`config.mk`:
```
export PLATFORM = sky130hd
export DESIGN_NAME = imm_gen_pipe_flat
export DESIGN_NICKNAME = d
export VERILOG_FILES = /design/src/rtl/imm_gen_pipe_if.sv /design/src/rtl/imm_gen_pipe.sv /design/src/flat_wrapper.sv
export SDC_FILE = /design/constraint.sdc
export NUM_CORES = 1
export LEC_CHECK = 0
export ABC_CLOCK_PERIOD_IN_PS = 1700
export CAP_MARGIN = 40
export CELL_PAD_IN_SITES_DETAIL_PLACEMENT = 1
export CELL_PAD_IN_SITES_GLOBAL_PLACEMENT = 1
export CORE_MARGIN = 2
export CORE_UTILIZATION = 35
export CTS_BUF_LIST = sky130_fd_sc_hd__clkbuf_8
export DETAILED_ROUTE_END_ITERATION = 10
export PLACE_DENSITY_LB_ADDON = 0.1
export SETUP_SLACK_MARGIN = 0.5
export SYNTH_ARGS = -nofsm -noshare
export SYNTH_HDL_FRONTEND = slang
export SYNTH_SLANG_ARGS = --single-unit
```
`constraint.sdc`:
```
create_clock -name i_clk -period 1.7 [get_ports i_clk]
set_input_delay 0.34 -clock i_clk [delete_from_list [all_inputs] [get_ports i_clk]]
set_output_delay 0.34 -clock i_clk [all_outputs]
set_load 0.02 [all_outputs]
```
`src/rtl/imm_gen_pipe_if.sv`:
```
// Handshake bundle for imm_gen_pipe: instruction stream in, immediate stream out.
interface imm_gen_pipe_if #(
  parameter int unsigned XLEN  = 32,
  parameter int unsigned TAG_W = 32
);
  logic             i_valid;
  logic             o_ready;
  logic [31:0]      i_instr;
  logic [TAG_W-1:0] i_tag;
  logic             o_valid;
  logic             i_ready;
  logic [XLEN-1:0]  o_imm;
  logic [2:0]       o_fmt;
  logic [TAG_W-1:0] o_tag;

  // Upstream/downstream environment side.
  modport master (
    output i_valid, i_instr, i_tag, i_ready,
    input  o_ready, o_valid, o_imm, o_fmt, o_tag
  );

  // Immediate generator side.
  modport slave (
    input  i_valid, i_instr, i_tag, i_ready,
    output o_ready, o_valid, o_imm, o_fmt, o_tag
  );
endinterface

```
`src/rtl/imm_gen_pipe.sv`:
```
// Registered immediate generator with a one-entry skid buffer and flush.
// Decode is combinational on the input beat; outputs come straight from flops.
module imm_gen_pipe #(
  parameter int unsigned XLEN  = 32,
  parameter int unsigned TAG_W = 32
) (
  input  logic         i_clk,
  input  logic         i_rst_n,
  input  logic         i_flush,
  imm_gen_pipe_if.slave bus
);

  localparam logic [2:0] FmtNone = 3'd0;
  localparam logic [2:0] FmtI    = 3'd1;
  localparam logic [2:0] FmtS    = 3'd2;
  localparam logic [2:0] FmtB    = 3'd3;
  localparam logic [2:0] FmtU    = 3'd4;
  localparam logic [2:0] FmtJ    = 3'd5;
  localparam logic [2:0] FmtZ    = 3'd6;

  localparam logic [6:0] OpLui    = 7'b0110111;
  localparam logic [6:0] OpAuipc  = 7'b0010111;
  localparam logic [6:0] OpJal    = 7'b1101111;
  localparam logic [6:0] OpJalr   = 7'b1100111;
  localparam logic [6:0] OpLoad   = 7'b0000011;
  localparam logic [6:0] OpImm    = 7'b0010011;
  localparam logic [6:0] OpImm32  = 7'b0011011;
  localparam logic [6:0] OpStore  = 7'b0100011;
  localparam logic [6:0] OpBranch = 7'b1100011;
  localparam logic [6:0] OpSystem = 7'b1110011;

  logic [31:0]      instr;
  logic [6:0]       opcode;
  logic [2:0]       funct3;
  logic             is_shift;
  logic [31:0]      dec_imm32;
  logic [XLEN-1:0]  dec_imm;
  logic [2:0]       dec_fmt;

  logic             main_valid_q;
  logic [XLEN-1:0]  main_imm_q;
  logic [2:0]       main_fmt_q;
  logic [TAG_W-1:0] main_tag_q;
  logic             skid_valid_q;
  logic [XLEN-1:0]  skid_imm_q;
  logic [2:0]       skid_fmt_q;
  logic [TAG_W-1:0] skid_tag_q;

  logic             accept;
  logic             main_load;

  assign instr    = bus.i_instr;
  assign opcode   = instr[6:0];
  assign funct3   = instr[14:12];
  assign is_shift = (funct3 == 3'b001) || (funct3 == 3'b101);

  // Decode to a 32-bit value whose bit 31 already carries the sign for signed formats.
  always_comb begin
    dec_imm32 = 32'd0;
    dec_fmt   = FmtNone;
    unique case (opcode)
      OpLui, OpAuipc: begin
        dec_imm32 = {instr[31:12], 12'b0};
        dec_fmt   = FmtU;
      end
      OpJal: begin
        dec_imm32 = {{12{instr[31]}}, instr[19:12], instr[20], instr[30:21], 1'b0};
        dec_fmt   = FmtJ;
      end
      OpJalr, OpLoad: begin
        dec_imm32 = {{20{instr[31]}}, instr[31:20]};
        dec_fmt   = FmtI;
      end
      OpImm: begin
        if (is_shift) begin
          // RV64 shamt is six bits wide; bit 25 must be ignored on RV32.
          dec_imm32 = (XLEN == 64) ? {26'd0, instr[25:20]} : {27'd0, instr[24:20]};
          dec_fmt   = FmtZ;
        end else begin
          dec_imm32 = {{20{instr[31]}}, instr[31:20]};
          dec_fmt   = FmtI;
        end
      end
      OpImm32: begin
        if (XLEN == 64) begin
          if (is_shift) begin
            dec_imm32 = {27'd0, instr[24:20]};
            dec_fmt   = FmtZ;
          end else begin
            dec_imm32 = {{20{instr[31]}}, instr[31:20]};
            dec_fmt   = FmtI;
          end
        end
      end
      OpStore: begin
        dec_imm32 = {{20{instr[31]}}, instr[31:25], instr[11:7]};
        dec_fmt   = FmtS;
      end
      OpBranch: begin
        dec_imm32 = {{20{instr[31]}}, instr[7], instr[30:25], instr[11:8], 1'b0};
        dec_fmt   = FmtB;
      end
      OpSystem: begin
        if (funct3[2]) begin
          dec_imm32 = {27'd0, instr[19:15]};
          dec_fmt   = FmtZ;
        end
      end
      default: begin
        dec_imm32 = 32'd0;
        dec_fmt   = FmtNone;
      end
    endcase
  end

  // Widen to XLEN; Z/NONE values have bit 31 clear so replication zero-extends them.
  if (XLEN == 64) begin : g_xlen64
    assign dec_imm = {{(XLEN-32){dec_imm32[31]}}, dec_imm32};
  end else begin : g_xlen32
    assign dec_imm = dec_imm32;
  end

  assign accept    = bus.i_valid && !skid_valid_q;
  assign main_load = !main_valid_q || bus.i_ready;

  // Main register and skid entry; the skid always drains before new input reaches main.
  always_ff @(posedge i_clk) begin
    if (!i_rst_n) begin
      main_valid_q <= 1'b0;
      main_imm_q   <= '0;
      main_fmt_q   <= FmtNone;
      main_tag_q   <= '0;
      skid_valid_q <= 1'b0;
      skid_imm_q   <= '0;
      skid_fmt_q   <= FmtNone;
      skid_tag_q   <= '0;
    end else if (i_flush) begin
      main_valid_q <= 1'b0;
      skid_valid_q <= 1'b0;
    end else if (main_load) begin
      // accept is impossible while the skid is full, so at most one source is live.
      main_valid_q <= skid_valid_q || accept;
      skid_valid_q <= 1'b0;
      if (skid_valid_q) begin
        main_imm_q <= skid_imm_q;
        main_fmt_q <= skid_fmt_q;
        main_tag_q <= skid_tag_q;
      end else if (accept) begin
        main_imm_q <= dec_imm;
        main_fmt_q <= dec_fmt;
        main_tag_q <= bus.i_tag;
      end
    end else if (accept) begin
      skid_valid_q <= 1'b1;
      skid_imm_q   <= dec_imm;
      skid_fmt_q   <= dec_fmt;
      skid_tag_q   <= bus.i_tag;
    end
  end

  // Outputs are pure register reads.
  assign bus.o_ready = !skid_valid_q;
  assign bus.o_valid = main_valid_q;
  assign bus.o_imm   = main_imm_q;
  assign bus.o_fmt   = main_fmt_q;
  assign bus.o_tag   = main_tag_q;

endmodule

```
`src/flat_wrapper.sv`:
```
// flat-port wrapper written by rule: the top's interface ports become plain ports
module imm_gen_pipe_flat 
#(
  parameter int unsigned XLEN  = 32,
  parameter int unsigned TAG_W = 32
)
  (i_clk, i_rst_n, i_flush, bus_i_valid, bus_i_instr, bus_i_tag, bus_i_ready, bus_o_ready, bus_o_valid, bus_o_imm, bus_o_fmt, bus_o_tag);
  imm_gen_pipe_if #(.XLEN(XLEN), .TAG_W(TAG_W)) bus_i ();
  input  logic i_clk;
  input  logic i_rst_n;
  input  logic i_flush;
  input wire logic [$bits(bus_i.i_valid)-1:0] bus_i_valid;
  input wire logic [$bits(bus_i.i_instr)-1:0] bus_i_instr;
  input wire logic [$bits(bus_i.i_tag)-1:0] bus_i_tag;
  input wire logic [$bits(bus_i.i_ready)-1:0] bus_i_ready;
  output wire logic [$bits(bus_i.o_ready)-1:0] bus_o_ready;
  output wire logic [$bits(bus_i.o_valid)-1:0] bus_o_valid;
  output wire logic [$bits(bus_i.o_imm)-1:0] bus_o_imm;
  output wire logic [$bits(bus_i.o_fmt)-1:0] bus_o_fmt;
  output wire logic [$bits(bus_i.o_tag)-1:0] bus_o_tag;
  assign bus_i.i_valid = bus_i_valid;
  assign bus_i.i_instr = bus_i_instr;
  assign bus_i.i_tag = bus_i_tag;
  assign bus_i.i_ready = bus_i_ready;
  assign bus_o_ready = bus_i.o_ready;
  assign bus_o_valid = bus_i.o_valid;
  assign bus_o_imm = bus_i.o_imm;
  assign bus_o_fmt = bus_i.o_fmt;
  assign bus_o_tag = bus_i.o_tag;
  imm_gen_pipe #(.XLEN(XLEN), .TAG_W(TAG_W)) u_core (.i_clk(i_clk), .i_rst_n(i_rst_n), .i_flush(i_flush), .bus(bus_i));
endmodule
```
======== After elaboration in Yosys (flattened, before gate mapping) ========
Cells that the tools add are included.
storage, ports and cells
  bits in registers ....................... 136
  bits of input ports ..................... 69
  output and inout bits ................... 69
  logic and storage cells ................. 47
operators by class
  eq/ne operators ......................... 11
  muxes and demuxes ....................... 12
  bitwise operators ....................... 3
  reductions and logical operators ........ 13
operators with widths
  operator                                        number
  case mux 32 bit (7 select lines)                1
  2-to-1 mux 32 bit                               5
  == test 7 bit (second input constant)           4
  case mux 3 bit (7 select lines)                 1
  == test 7 x 5 -> 1 bit (second input constant)  2
  == test 7 x 6 -> 1 bit (second input constant)  2
  2-to-1 mux 3 bit                                4
  == test 7 x 2 -> 1 bit (second input constant)  1
  AND reduction 3 bit                             2
  OR reduction 2 bit                              3
  2-to-1 mux 5 bit                                1
  == test 3 x 1 -> 1 bit (second input constant)  1
  == test 3 bit (second input constant)           1
  logical OR 1 bit                                3
  NOT 1 bit                                       3
  OR reduction 3 bit                              1
  logical NOT 1 bit                               2
  nonzero test 2 bit                              1
  logical AND 1 bit                               1

======== Longest topological paths before layout ========
  depth in word-level cells ............... 6
  gate-level depth with buffers ........... 9
  gate-level depth less buffers ........... 5

======== Worst setup path before layout ========
No wires, ideal clock.
  path type ............................... register -> register
  from .................................... register u_core.main_valid_q, in the netlist u_core.bus.o_valid
  to ...................................... register u_core.main_imm_q[19], in the netlist u_core.bus.o_imm[19]
  data arrival time ....................... 1630 ps
  data required time ...................... 1566 ps
  setup slack ............................. -64 ps
  stages on the path, launching flop included .. 9
  path buffers ............................ 3
  path through ............................ dfxtp_1 -> nor2b_1 -> buf_6 -> or3_1 -> buf_2 -> buf_6 -> or3_1 -> o211ai_2 -> a31oi_1
between the ends
  word-level cells in the longest chain between the ends .. 3
RTL lines
  what                           RTL line             RTL
  start: declaration             imm_gen_pipe.sv:40   logic main_valid_q;
  start signal: assignment       imm_gen_pipe.sv:142  main_valid_q <= skid_valid_q || accept;
  logical NOT 1 bit              imm_gen_pipe.sv:124  assign main_load = !main_valid_q || bus.i_ready;
  logical OR 1 bit               imm_gen_pipe.sv:124
  AND reduction 3 bit (no line)  -
  end signal: assignment         imm_gen_pipe.sv:145  main_imm_q <= skid_imm_q;
  end signal: assignment         imm_gen_pipe.sv:149  main_imm_q <= dec_imm;
  end: declaration               imm_gen_pipe.sv:41   logic [XLEN-1:0] main_imm_q;
Every way passes these cells.
A chain may end at the register's enable or synchronous reset.

======== Final worst setup path ========
  from .................................... register u_core.skid_valid_q
  to ...................................... register u_core.main_imm_q[12], in the netlist u_core.bus.o_imm[12]
between the ends
  word-level cells in the longest chain between the ends .. 4
  elaborated cells between the ends (all ways) .. 5
  classes of those cells .................. 1 x mux; 4 x reduce/logical
RTL lines
  what                           RTL line             RTL
  start: declaration             imm_gen_pipe.sv:44   logic skid_valid_q;
  start signal: assignment       imm_gen_pipe.sv:133  skid_valid_q <= 1'b0;
  start signal: assignment       imm_gen_pipe.sv:139  skid_valid_q <= 1'b0;
  start signal: assignment       imm_gen_pipe.sv:143  skid_valid_q <= 1'b0;
  logical NOT 1 bit              imm_gen_pipe.sv:123  assign accept = bus.i_valid && !skid_valid_q;
  logical AND 1 bit              imm_gen_pipe.sv:123
  nonzero test 2 bit (no line)   -
  AND reduction 3 bit (no line)  -
Parallel ways exist; a longest one is shown, timed or not.

==> qor.txt <==
largest net degree at the start of global routing - 64
Setup Viol. Count Final - 0
top post-synthesis cells by area - dfxtp_1 (45%), nand2_1 (8.1%), o211a_1 (5.5%)
Die Y - 135 µm
ratio of cells with drive above 1 in the final layout - 0.458
Hold Buf Count CTS - 0
top_reg_cell synth - dfxtp_1
ANT nets after route - 0
final wirelength - 22600 µm
synthesized net count - 745
CTS tree - yes
status - completed
clk sink count - 136
top-count cell post-synth - dfxtp_1
Clock Latency Late Sink - 0.44 ns
Max Fclk - 605 MHz
share of the synthesized area in the top cell type - 0.452
estimated wirelength of the detail-placed design - 13700 µm
gp weighted congestion - 0.906
Worst EP required - 2.00 ns
clk buf depth - 2
CTS H-Tree Depth - 4
Synth cell types - 53
FILL cells - 1802
# Max-Cap Violations - 0
design area - 10100 µm²
drt pass-1 iters - 4
post-synth top area cell - dfxtp_1
multi-input logic area - 3470 µm²
top cells by count, synth - dfxtp_1 (136), nand2_1 (130), clkbuf_1 (35), o21ai_0 (35), o211a_1 (33)
antenna cells - 0
Final Hold Vio Count - 0
CP max stage delay - 0.39 ns
Rows - 47
VDD IR max - 533 µV
period utilisation layout - 0.972
RSZ-0062 raised after global routing - yes
slew margin rel. - 0.643
io pins - 138
Tot Pwr - 7850 µW
Worst EP arrival - 1.96 ns
max-slew violation count - 0
vias in the first global route - 6389
Synth Warn # - 0
Placed Area - 8180 µm²
post-DR wirelength/cell - 19.8 µm
Least-Margin Pin Slew - 0.535 ns
DRT iter0 DRCs - 218
R2R setup slack - 0.05 ns
total CTS buffers - 17
Setup Skew - 0.0101 ns
Post-synth EDFFs - 0
Gate Count Post-Synth - 676
total track usage - 0.236
Die ar. - 18300 µm²
Die W - 135 µm
highest-delay cell along the critical path - dfxtp_4
CP endpoint kind - flip-flop
Root Driver - clkbuf_8
Synth Cell Area - 6030 µm²
clock-pin slew on the worst setup and hold paths - 0.07 ns
PortBufs - 137
drt drc - 0
Critical R2R Capture - u_core.bus.o_imm[12]
sequence of cells on the critical path - nor2_4, or3_4, buf_12, or3_1, o211ai_1, a31oi_1
DR vias/cell - 5.36
crit path max fanout - 23
length in cells of the worst reg-to-reg path - 6
Post-synth ARST share - 0
syn_area_per_cell - 8.91 µm²
Seq/Total Area, Yosys - 0.452
worst hold path type - in2reg
PD cells - 780 nW/µm²
register area - 2820 µm²
Core Region - 16700 µm²
LEAKAGE - 0.00415 µW
first-pass GRT wire length - 34000 µm
register bit total from synthesis - 136
Critical Path Start Type - flip-flop
CP endpoint - u_core.bus.o_imm[12]
grt ovf - 0
Syn-to-layout area delta - 67.2%
Starting Density - 0.361
DR vias - 6136
critical path class - reg2reg
fin crit period - 1.65 ns
Critical R2R Launch - u_core.skid_valid_q
initial antenna violation count - 0
nets@finish - 980
Worst Setup SP - u_core.skid_valid_q
-- report_power, final --
group / internal, µW / total, µW / switching, µW / leakage [µW]
sequential: 3310 / 3390 / 80.7 / 0.00113
clock: 1820 / 3130 / 1310 / 0.000237
combinational: 714 / 1330 / 618 / 0.00278
total: 5840 / 7850 / 2010 / 0.00415
-- how the worst min path moves through the flow --
| stage | startpoint | end | slack [ns] | depth (start not counted) |
|---|---|---|---|---|
| 2_1_floorplan | u_core.skid_tag_q[27] | u_core.skid_tag_q[27] | 0.43 | 2 |
| 3_3_place_gp | u_core.skid_tag_q[30] | u_core.skid_tag_q[30] | 0.44 | 2 |
| 3_5_place_dp | u_core.skid_tag_q[30] | u_core.skid_tag_q[30] | 0.46 | 2 |
| 4_1_cts | i_rst_n | u_core.bus.o_imm[19] | 0.34 | 3 |
| 5_1_grt | i_rst_n | u_core.skid_fmt_q[2] | 0.38 | 3 |
| 6_report | i_rst_n | u_core.skid_imm_q[3] | 0.39 | 3 |
-- metrics by stage --
stage                      util  worst slack [ns]  std cells  hold slack (ns)  setup TNS, ns
after floorplan               -           -0.0148        676            0.435        -0.0416
after global placement    0.490            -0.434       1041            0.441         -34.73
after detailed placement  0.490            -0.590       1041            0.456         -42.05
after CTS                 0.563            0.0642       1111            0.336              0
after global routing      0.603           -0.0191       1144            0.385        -0.0191
final                     0.603            0.0481       1144            0.394              0
-- registers in the layout, indices dropped and copies added (netlist names) --
register	cells
u_core.skid_imm_q	32
u_core.bus.o_valid	1
u_core.bus.o_fmt	3
u_core.bus.o_imm	32
u_core.bus.o_tag	32
u_core.skid_tag_q	32
u_core.skid_valid_q	1
u_core.skid_fmt_q	3
-- worst max-delay path: cells and delay by family, from the launching register on --
family          cells  cell delay, ns
buf+inv             1            0.17
compound gates      2            0.21
flops               1            0.39
simple gates        3            0.74
-- logic make-up (layout without fill, tap and decap cells) --
| logic type | Yosys count | in the layout | share of synthesized area |
|---|---|---|---|
| AND/OR/NAND/NOR | 221 | 221 | 0.170 |
| AO/OA/AOI/OAI | 225 | 225 | 0.279 |
| multiplexers | 32 | 32 | 0.0532 |
| flip-flops | 136 | 136 | 0.452 |
| buffers and inverters | 62 | 310 | 0.0463 |
-- layout by cell type, fill, tap and decap left out, types with 5 or more instances in the layout --
cell type          n
nand2_1          114
buf_6             88
buf_4             82
dfxtp_1           68
dfxtp_2           65
clkdlybuf4s50_1   56
o211a_1           33
mux2i_1           31
a21oi_2           29
buf_12            22
or3_1             19
a31oi_1           19
o21ai_2           19
clkbuf_8          19
o21ai_1           17
nand3_1           15
a21boi_0          15
a21boi_1          14
o21ai_0           13
o211ai_2          12
nor2_1            11
nand2_2            9
dlygate4sd2_1      9
a21oi_1            8
o211ai_1           7
nand2_4            7
clkbuf_16          7
inv_1              6
nor3_1             6
and3_1             6
a32oi_1            6
nor2b_1            6
o21ai_4            5
a21boi_2           5
a221o_1            5
a22o_1             5
bufinv_16          5
buf_16             5
-- layer usage --
layer	GRT usage	up-vias	part of all wire
li1	-	2915	-
met1	0.292	3061	0.42
met2	0.419	136	0.52
met3	0.0449	24	0.037
met4	0.0648	0	0.014
met5	0	-	0
-- repair_timing --
action	CTS	global route
setup endpoints to repair	203	203
resized for setup	537	109
setup buffers	33	26
gates cloned	5	7
pin swaps	17	20
-- cell type report --
type | count | area share
multi-input combinational | 478 | 0.344
timing repair buffer | 272 | 0.301
sequential | 136 | 0.280
tap | 220 | 0.0273
clock buffer | 19 | 0.0260
clock inverter | 13 | 0.0199
inverter | 6 | 0.00248
No activity file was read; power rests on OpenSTA's default activity.
